[src/rtl/jk_drv_pkg.sv]
// Shared types and the per-lane JK excitation function for the JK excitation driver.
package jk_drv_pkg;

  typedef enum logic [1:0] {
    StIdle  = 2'b00,
    StDrive = 2'b01,
    StCheck = 2'b10
  } drv_state_e;

  // {j, k} encodings
  localparam logic [1:0] JK_HOLD   = 2'b00;
  localparam logic [1:0] JK_RESET  = 2'b01;
  localparam logic [1:0] JK_SET    = 2'b10;
  localparam logic [1:0] JK_TOGGLE = 2'b11;

  // Excitation that moves a JK flop from cur to tgt in one edge.
  function automatic logic [1:0] jk_excite(input logic cur, input logic tgt,
                                           input logic use_toggle);
    logic [1:0] jk;
    if (cur == tgt) begin
      jk = JK_HOLD;
    end else if (use_toggle) begin
      jk = JK_TOGGLE;
    end else begin
      jk = tgt ? JK_SET : JK_RESET;
    end
    return jk;
  endfunction

endpackage

[src/rtl/jk_excite_lane.sv]
// Combinational J/K excitation for a single flop lane.
module jk_excite_lane
  import jk_drv_pkg::*;
#(
  parameter int unsigned USE_TOGGLE = 0
) (
  input  logic cur_i,
  input  logic tgt_i,
  output logic j_o,
  output logic k_o
);

  logic [1:0] jk;

  assign jk  = jk_excite(cur_i, tgt_i, USE_TOGGLE != 0);
  assign j_o = jk[1];
  assign k_o = jk[0];

endmodule

[src/rtl/jk_excitation_driver.sv]
// Drives a JK flop bank to a requested pattern for one cycle, then checks the result.
module jk_excitation_driver
  import jk_drv_pkg::*;
#(
  parameter int unsigned WIDTH      = 4,
  parameter int unsigned USE_TOGGLE = 0,
  parameter int unsigned ERR_W      = 8
) (
  input  logic             clk,
  input  logic             rst_n,
  input  logic             tgt_valid,
  output logic             tgt_ready,
  input  logic [WIDTH-1:0] tgt_data,
  input  logic [WIDTH-1:0] q_fb,
  input  logic             err_clr,
  output logic [WIDTH-1:0] j,
  output logic [WIDTH-1:0] k,
  output logic             busy,
  output logic             done,
  output logic [WIDTH-1:0] mismatch,
  output logic [ERR_W-1:0] err_cnt
);

  localparam logic [ERR_W-1:0] ErrMax = '1;

  drv_state_e       state_q, state_d;
  logic [WIDTH-1:0] tgt_q, tgt_d;
  logic [WIDTH-1:0] j_q, j_d;
  logic [WIDTH-1:0] k_q, k_d;
  logic             done_q, done_d;
  logic [WIDTH-1:0] mismatch_q, mismatch_d;
  logic [ERR_W-1:0] err_q, err_d;

  logic [WIDTH-1:0] exc_j;
  logic [WIDTH-1:0] exc_k;
  logic [WIDTH-1:0] chk_diff;

  for (genvar i = 0; i < WIDTH; i++) begin : g_lane
    jk_excite_lane #(
      .USE_TOGGLE(USE_TOGGLE)
    ) u_lane (
      .cur_i(q_fb[i]),
      .tgt_i(tgt_data[i]),
      .j_o  (exc_j[i]),
      .k_o  (exc_k[i])
    );
  end

  assign chk_diff = q_fb ^ tgt_q;

  always_comb begin
    state_d    = state_q;
    tgt_d      = tgt_q;
    j_d        = '0;
    k_d        = '0;
    done_d     = 1'b0;
    mismatch_d = mismatch_q;
    err_d      = err_q;

    unique case (state_q)
      StIdle: begin
        if (tgt_valid) begin
          tgt_d   = tgt_data;
          j_d     = exc_j;
          k_d     = exc_k;
          state_d = StDrive;
        end
      end
      StDrive: begin
        state_d = StCheck;
      end
      StCheck: begin
        mismatch_d = chk_diff;
        done_d     = 1'b1;
        if ((chk_diff != '0) && (err_q != ErrMax)) begin
          err_d = err_q + 1'b1;
        end
        state_d = StIdle;
      end
      default: begin
        state_d = StIdle;
      end
    endcase

    // Clear takes priority over a coincident failing check.
    if (err_clr) begin
      err_d = '0;
    end
  end

  always_ff @(posedge clk) begin
    if (!rst_n) begin
      state_q    <= StIdle;
      tgt_q      <= '0;
      j_q        <= '0;
      k_q        <= '0;
      done_q     <= 1'b0;
      mismatch_q <= '0;
      err_q      <= '0;
    end else begin
      state_q    <= state_d;
      tgt_q      <= tgt_d;
      j_q        <= j_d;
      k_q        <= k_d;
      done_q     <= done_d;
      mismatch_q <= mismatch_d;
      err_q      <= err_d;
    end
  end

  // Depends only on state and reset, never on tgt_valid.
  assign tgt_ready = (state_q == StIdle) && rst_n;
  assign busy      = (state_q != StIdle);
  assign j         = j_q;
  assign k         = k_q;
  assign done      = done_q;
  assign mismatch  = mismatch_q;
  assign err_cnt   = err_q;

endmodule

[config.mk]
export PLATFORM = sky130hd
export DESIGN_NAME = jk_excitation_driver
export DESIGN_NICKNAME = d
export VERILOG_FILES = /design/src/rtl/jk_drv_pkg.sv /design/src/rtl/jk_excite_lane.sv /design/src/rtl/jk_excitation_driver.sv
export SDC_FILE = /design/constraint.sdc
export NUM_CORES = 1
export LEC_CHECK = 0
export ABC_AREA = 1
export BUFFER_PORTS_ARGS = -buffer_cell sky130_fd_sc_hd__clkbuf_2
export CAP_MARGIN = 30
export CORE_ASPECT_RATIO = 2
export CORE_UTILIZATION = 44
export DETAILED_ROUTE_END_ITERATION = 8
export HOLD_SLACK_MARGIN = 0.08
export PLACE_DENSITY = 0.73
export REMOVE_ABC_BUFFERS = 1
export SLEW_MARGIN = 20
export SYNTH_ARGS = -nofsm -noshare
export SYNTH_HDL_FRONTEND = slang
export SYNTH_SLANG_ARGS = --single-unit
[constraint.sdc]
create_clock -name clk -period 1.3 [get_ports clk]
set_clock_uncertainty 0.2 [all_clocks]
set_input_delay 0.13 -clock clk [delete_from_list [all_inputs] [get_ports clk]]
set_output_delay 0.13 -clock clk [all_outputs]
set_load 0.01 [all_outputs]
==> flow_summary_export.csv, run 1 <==
group,metric,value,unit
logic_synthesis,synthMuxAreaShare,0,%
logic_synthesis,ys_warn_count,0,
logic_synthesis,synth-compound-area-share,7.34,%
routing,vias,1257,
floorplan,boundaryPins,35,
logic_synthesis,synth_cell_type_count,21,
placed_design,place_area,1450,um^2
critical_path,cp_max_fo,7,
grt,grt_pass1_wl,4600,um
clock_network,clkTransAtPathRegs,0.09,ns
floorplan,rows,26,
timing,slew_violations,0,
floorplan,dieArea,2850,um^2
placed_design,place.gp.congestion,0.767,
power,total_leakage_power,0.914,nW
routing,drtIter0Drc,24,
floorplan,fp.dieH,74.6,um
logic_synthesis,ys_seq_area_share,46.7,%
routing,final_antenna_net_count,0,
power,netSwitchingPower,0.000418,W
cells_and_area,nFillCells,205,
power,internal_power,0.00119,W
critical_path,cp-start-kind,"register",
timing,holdWs,-0.0997,ns
power,vdd_ir_drop_max,0.771,mV
cells_and_area,area_growth,56.6,%
placed_design,dp_hpwl,2050,um
logic_synthesis,yosysTopAreaCellShare,46.7,%
logic_synthesis,yosys.area_share.xor_xnor,0.756,%
grt,overflow,0,
critical_path,slowest_stage,"dfxtp_2",
cells_and_area,antenna_cells,0,
routing,wire_per_inst,12.0,um
grt,grt_pass1_vias,1191,
logic_synthesis,syn_area_per_cell,7.33,um^2
clock_network,cts_buffers,3,
placed_design,io_buffer_count,34,
logic_synthesis,yosys.area_share.simple,35.4,%
critical_path,cpPeakStageDelay,0.37,ns
clock_network,clock_latency,0.27,ns
grt,antenna_found_initial,0,
outcome,violations,"hold timing, setup timing",
grt,grtUsageTotal,22.0,%
clock_network,clock-sinks,27,
run,cap_violations,0,
cells_and_area,finalInstanceArea,1810,um^2
clock_network,cts_max_level,1,
power,clkPwrFrac,29.5,%
routing,routed_via_density,4.97,
logic_synthesis,syn_area,1160,um^2
critical_path,r2r_cells,8,
hold_path,hold_end,"k[0]$_SDFF_PP0_",
logic_synthesis,syn_inst,158,
timing,rsz0062_at_grt,"true",
clock_network,cts_tree,"yes",
grt,grt_max_degree,15,
routing,drc,0,
cells_and_area,nets,239,
critical_path,r2r-start,"err_cnt[1]$_SDFFE_PP0P_",
power,combPwrFrac,16.0,%
logic_synthesis,ys_seq_elements,27,
cells_and_area,seqCellArea,557,um^2
outcome,status,"finished, violations left",
clock_network,root_buffer,"clkbuf_8",
critical_path,crit_buf_inv,1,
floorplan,die_w,38.3,um
timing,setup_ws,-0.129,ns
timing,slew_headroom,81.3,%
power,power.density,884,nW/um^2
critical_path,rrSetupSlack,-0.13,ns
clock_network,cts_max_path_buffers,2,
critical_path,critPathCaptureType,"register",
logic_synthesis,yosys.area_share.adder,1.08,%
timing,final_hold_viol_count,11,
timing,setup_viol,12,
critical_path,crit_type,"reg -> reg",
hold_path,hp-class,"in -> reg",
routing,drt_first_pass_iters,4,
power,power_frac_seq,54.5,%
critical_path,path_delay_family,"simple AND/OR/NAND/NOR gates",
routing,drt-total-wl,3040,um
cells_and_area,multiInputGateArea,632,um^2
timing,min_period,1.43,ns
critical_path,reg2reg_to,"err_cnt[4]$_SDFFE_PP0P_",
critical_path,crit_arrival,1.40,ns
timing,fmax,0.700,GHz
logic_synthesis,ys_top_cells_by_area,"dfxtp_1, nand2_1, nor2_1",
cells_and_area,drive_gt1_share,50.7,%
timing,worst_pin_slew,0.280,ns
power,switching_share,26.1,%
logic_synthesis,yosys.area.top_type,"dfxtp_1",
critical_path,required,1.27,ns
floorplan,core_area,2540,um^2
logic_synthesis,synth_top_family_by_area,"simple AND/OR/NAND/NOR gates",
floorplan,start_util,45.7,%
hold_path,holdPathStages,3,
hold_path,hp-start,"q_fb[0]",
timing,final.period_utilization,110,%
cells_and_area,utilization,71.5,%
critical_path,path_cells,"ha_4 -> nand2_4 -> inv_4 -> nand4_4 -> nand3_4 -> nand2_2 -> nand2_1 -> nor2_1",
-- worst register-to-register path, cell delays in order, from the launching register on --
cell and delay (ns):
dfxtp_2 0.37, ha_4 0.16, nand2_4 0.06, inv_4 0.07
nand4_4 0.14, nand3_4 0.18, nand2_2 0.06, nand2_1 0.06
nor2_1 0.04
-- power groups by stage --
stage	Combinational (W)	Clock, W	Sequential (W)
floorplan	0.0000974	0	0.000895
global placement	0.000179	0	0.000888
detailed placement	0.000187	0	0.000890
CTS	0.000216	0.000480	0.000872
global route	0.000282	0.000509	0.000878
finish	0.000256	0.000474	0.000874
-- Yosys cell counts --
cell type and number:
nand2_1 38, nor2_1 28, dfxtp_1 27, inv_1 15
inv_2 10, o21ai_0 8, a21oi_1 4, a31oi_1 4
nand3_1 4, nor3_1 4, nand2_2 3, nor2_2 3
nand4_1 2, buf_4 1, ha_1 1, nand3_2 1
nand4_4 1, nor2_4 1, nor2_8 1, nor3_2 1
xor2_1 1
-- per-layer routing --
layer	wire [um]	up-vias	global-route usage, %	part of all wire, %
met2	1810	32	42.4	60
met1	1070	584	21.6	35
met3	90	9	3.28	3.0
met4	64	0	8.73	2.1
met5	0	-	0	0
li1	-	632	-	-
-- worst max path at each step --
stage,from,end,slack [ns],cells after the start
final,err_cnt[1]$_SDFFE_PP0P_,err_cnt[4]$_SDFFE_PP0P_,-0.13,8
after global routing,err_cnt[1]$_SDFFE_PP0P_,err_cnt[4]$_SDFFE_PP0P_,-0.20,8
after CTS,err_cnt[0]$_SDFFE_PP0P_,err_cnt[7]$_SDFFE_PP0P_,-0.12,8
after detailed placement,err_cnt[0]$_SDFFE_PP0P_,err_cnt[4]$_SDFFE_PP0P_,-0.25,8
after global placement,err_cnt[0]$_SDFFE_PP0P_,err_cnt[2]$_SDFFE_PP0P_,-0.14,8
after floorplan,err_cnt[0]$_SDFFE_PP0P_,err_cnt[0]$_SDFFE_PP0P_,-0.20,8
-- final cells by class --
cell class	count	share of cell area (%)
inverter	25	5.59
clock buffer	4	2.48
tap	28	1.93
sequential	27	30.7
timing repair buffer	64	24.5
multi-input combinational	105	34.8
-- sequential cells by signal (all words and copies together), names as in the netlist --
signal / count
state_q: 2
tgt_q: 4
j: 4
done: 1
k: 4
mismatch: 4
err_cnt: 8
-- what timing repair did --
item                                    4_1_cts  5_1_grt
endpoints found under the setup margin       13       25
gates resized for setup                      15       46
hold endpoints to repair                     26       16
buffers inserted                              2        6
hold buffers                                  9        2
pin swaps                                     8       22
-- logic make-up (layout without fill, tap and decap cells) --
group	count (synthesis)	after routing
xor gates and xnor gates	1	1
buffers and inverters	26	93
and+or+nand+nor	87	87
AOI/OAI and AO/OA	16	16
DFF	27	27
adders and majority gates	1	1
-- stage by stage --
stage / hold WS (ns) / power, W / instances / setup TNS, ns / setup slack [ns]
2_1_floorplan: -0.000278 / 0.000992 / 157 / -1.44 / -0.198
3_3_place_gp: 0.123 / 0.00107 / 231 / -0.978 / -0.141
3_5_place_dp: 0.133 / 0.00108 / 231 / -1.79 / -0.253
4_1_cts: -0.105 / 0.00157 / 246 / -0.886 / -0.120
5_1_grt: -0.0856 / 0.00167 / 253 / -2.02 / -0.199
6_report: -0.0997 / 0.00160 / 253 / -0.870 / -0.129
-- cell usage in the layout (no fill, tap or decap) --
cell and count:
clkbuf_2 32, nand2_1 28, nor2_1 20, dfxtp_1 18, buf_4 16, inv_1 12
inv_2 10, nand2_2 10, nor2_2 9, dlygate4sd3_1 9, dfxtp_2 7, o21ai_1 5
buf_6 5, a31oi_1 4, a21oi_1 4, nor3_2 4, nor2_4 3, nand2_4 3
inv_4 3, o21ai_0 3, clkbuf_8 3, nand3_2 2, nand4_1 2, nand3_1 2
dfxtp_4 2, nand4_4 1, nor2_8 1, nand3_4 1, xor2_1 1, nor3_1 1
ha_4 1, clkbuf_1 1, dlymetal6s4s_1 1, buf_2 1
Note: power is estimated with default switching activity, not from simulation.
==> inputs of run 2 (changes only) <==
CORE_ASPECT_RATIO = 1.1   (was 2)
CORE_MARGIN = 2   (was not set)
==> run 2 against run 1 <==
Against the previous run:
- the flow still finishes with violations (hold timing, setup timing)
- highest routed layer unchanged
- die area up 7.2%
- combinational power decreased by 7%
- non-clock buffer count shrank 8
- cell area shrank 5.5%
- utilization decreased by 2.8 points
- power shrank 9.2%
- via count shrank 4.1%
- count of clock-buffer cells in the layout did not move
==> flow_summary_export.csv, run 2 (synthesis gave the netlist of run 1 again) <==
group,metric,value,unit
outcome,status,"finished, violations left",
outcome,violations,"hold timing, setup timing",
clock_network,cts_max_level,1,
critical_path,crit_type,"reg -> reg",
power,internal_power,0.00108,W
clock_network,cts_hold_buf,7,
grt,grt_pass1_wl,4450,um
routing,drtIter0Drc,17,
placed_design,place.gp.congestion,0.824,
critical_path,r2r_cells,9,
critical_path,crit_arrival,1.48,ns
placed_design,dp_hpwl,1970,um
timing,setup_ws,-0.161,ns
cells_and_area,fin_cells,248,
clock_network,cts_tree,"yes",
grt,antenna_found_initial,0,
routing,drt-total-wl,2910,um
clock_network,cts_buffers,3,
timing,final.period_utilization,112,%
grt,overflow,0,
placed_design,pre_cts_ws,-0.235,ns
timing,min_period,1.46,ns
power,vdd_ir_drop_max,0.785,mV
floorplan,die_w,52.9,um
run,cap_violations,0,
critical_path,critPathCaptureType,"register",
timing,fmax,0.685,GHz
cells_and_area,drive_gt1_share,47.0,%
critical_path,rrSetupSlack,-0.16,ns
timing,slew_headroom,87.3,%
grt,grt_pass1_vias,1164,
cells_and_area,area_growth,47.9,%
routing,final_antenna_net_count,0,
cells_and_area,nFillCells,226,
critical_path,reg2reg_to,"err_cnt[4]$_SDFFE_PP0P_",
timing,rsz0062_at_grt,"true",
clock_network,root_buffer,"clkbuf_4",
power,total_leakage_power,0.855,nW
power,switching_share,26.1,%
floorplan,boundaryPins,35,
floorplan,start_util,46.4,%
cells_and_area,final_common_cell,"nand2_1",
placed_design,io_buffer_count,34,
floorplan,rows,19,
timing,holdWs,-0.158,ns
clock_network,clock-sinks,27,
timing,setup_viol,14,
cells_and_area,nets,231,
routing,routed_via_density,4.86,
routing,drc,0,
hold_path,hp-class,"in -> reg",
power,combPwrFrac,16.3,%
power,power.density,850,nW/um^2
grt,grt_max_degree,15,
critical_path,cp_max_fo,7,
cells_and_area,utilization,68.7,%
cells_and_area,mostFrequentLayoutCells,"nand2_1, clkbuf_2, nor2_1, dfxtp_1",
timing,slew_violations,0,
critical_path,cp-start-kind,"register",
clock_network,cts_max_path_buffers,2,
floorplan,core_area,2500,um^2
grt,grtUsageTotal,19.6,%
critical_path,required,1.32,ns
hold_path,hold_end,"k[2]$_SDFF_PP0_",
hold_path,hp-start,"q_fb[2]",
clock_network,clock_latency,0.31,ns
clock_network,clkTransAtPathRegs,0.14,ns
floorplan,fp.dieH,57.8,um
critical_path,r2r-start,"tgt_q[1]$_SDFFE_PN0P_",
hold_path,holdPathStages,3,
routing,drt_first_pass_iters,4,
cells_and_area,antenna_cells,0,
timing,final_hold_viol_count,15,
power,netSwitchingPower,0.000380,W
power,clkPwrFrac,23.9,%
cells_and_area,multiInputGateArea,606,um^2
cells_and_area,seqCellArea,561,um^2
routing,wire_per_inst,11.7,um
cells_and_area,largest_reg_flops,8,
placed_design,placed_cells,232,
power,power_frac_seq,59.7,%
floorplan,dieArea,3060,um^2
timing,worst_pin_slew,0.190,ns
routing,vias,1206,
==> run 2: cell count changes in the layout (fill, tap and decap cells not counted), moves of 4 or more <==
cell     delta
buf_4       -4
nand2_1     +5
nand2_2     -4
nor2_1      +4
nor2_2      -4
o21ai_1     -4
==> run 2: per-layer routing <==
layer	vias up	global-route usage (%)	wire length (um)
met5	-	0	0
met4	0	9.16	59
met3	6	3.09	103
met2	35	37.3	1630
met1	553	20.2	1110
li1	612	-	-
==> run 2: repair_timing <==
item	in CTS	in global routing
pin swaps	7	8
endpoints found under the setup margin	13	27
setup buffers	3	2
hold endpoints to repair	27	23
gates resized for setup	17	39
==> run 2: worst max-delay path: stages, from the launching register on <==
cell and delay, ns:
dfxtp_1 0.37, inv_1 0.06, nand2_1 0.09, nand2_1 0.06, nor2_1 0.13, nand2_2 0.16
nand3_4 0.14, nand2_1 0.07, nand2_1 0.07, nor2_1 0.04
==> run 2: worst max-delay path by stage <==
stage                            start                       to  slack (ns)  cells after the start
2_1_floorplan  err_cnt[0]$_SDFFE_PP0P_  err_cnt[0]$_SDFFE_PP0P_       -0.20                      8
3_3_place_gp   err_cnt[0]$_SDFFE_PP0P_  err_cnt[4]$_SDFFE_PP0P_       -0.14                      8
3_5_place_dp   err_cnt[1]$_SDFFE_PP0P_  err_cnt[4]$_SDFFE_PP0P_       -0.24                      8
4_1_cts        err_cnt[1]$_SDFFE_PP0P_  err_cnt[7]$_SDFFE_PP0P_       -0.11                      9
5_1_grt        err_cnt[0]$_SDFFE_PP0P_  err_cnt[4]$_SDFFE_PP0P_       -0.20                      8
6_report         tgt_q[1]$_SDFFE_PN0P_  err_cnt[4]$_SDFFE_PP0P_       -0.16                      9
==> run 2: final cells by class <==
type                    count  share of cell area (%)
repair buffers             56                    22.4
flip-flops and latches     27                    32.7
multi-input cells         105                    35.3
well taps                  31                    2.26
inverters                  25                    5.77
clock buffers               4                    1.53
==> run 2: power by group through the flow <==
stage / Combinational [W] / Sequential (W) / Clock [W]
floorplan: 0.0000974 / 0.000895 / 0
global placement: 0.000179 / 0.000888 / 0
detailed placement: 0.000187 / 0.000889 / 0
CTS: 0.000215 / 0.000874 / 0.000371
global route: 0.000260 / 0.000873 / 0.000392
finish: 0.000238 / 0.000870 / 0.000349
==> run 2: through the flow <==
stage | total power, W | instance area (um^2) | setup TNS [ns]
3_3_place_gp | 0.00107 | 1440 | -0.948
5_1_grt | 0.00153 | 1710 | -2.46
3_5_place_dp | 0.00108 | 1440 | -1.60
6_report | 0.00146 | 1710 | -1.15
2_1_floorplan | 0.000992 | 1150 | -1.44
4_1_cts | 0.00146 | 1610 | -0.790
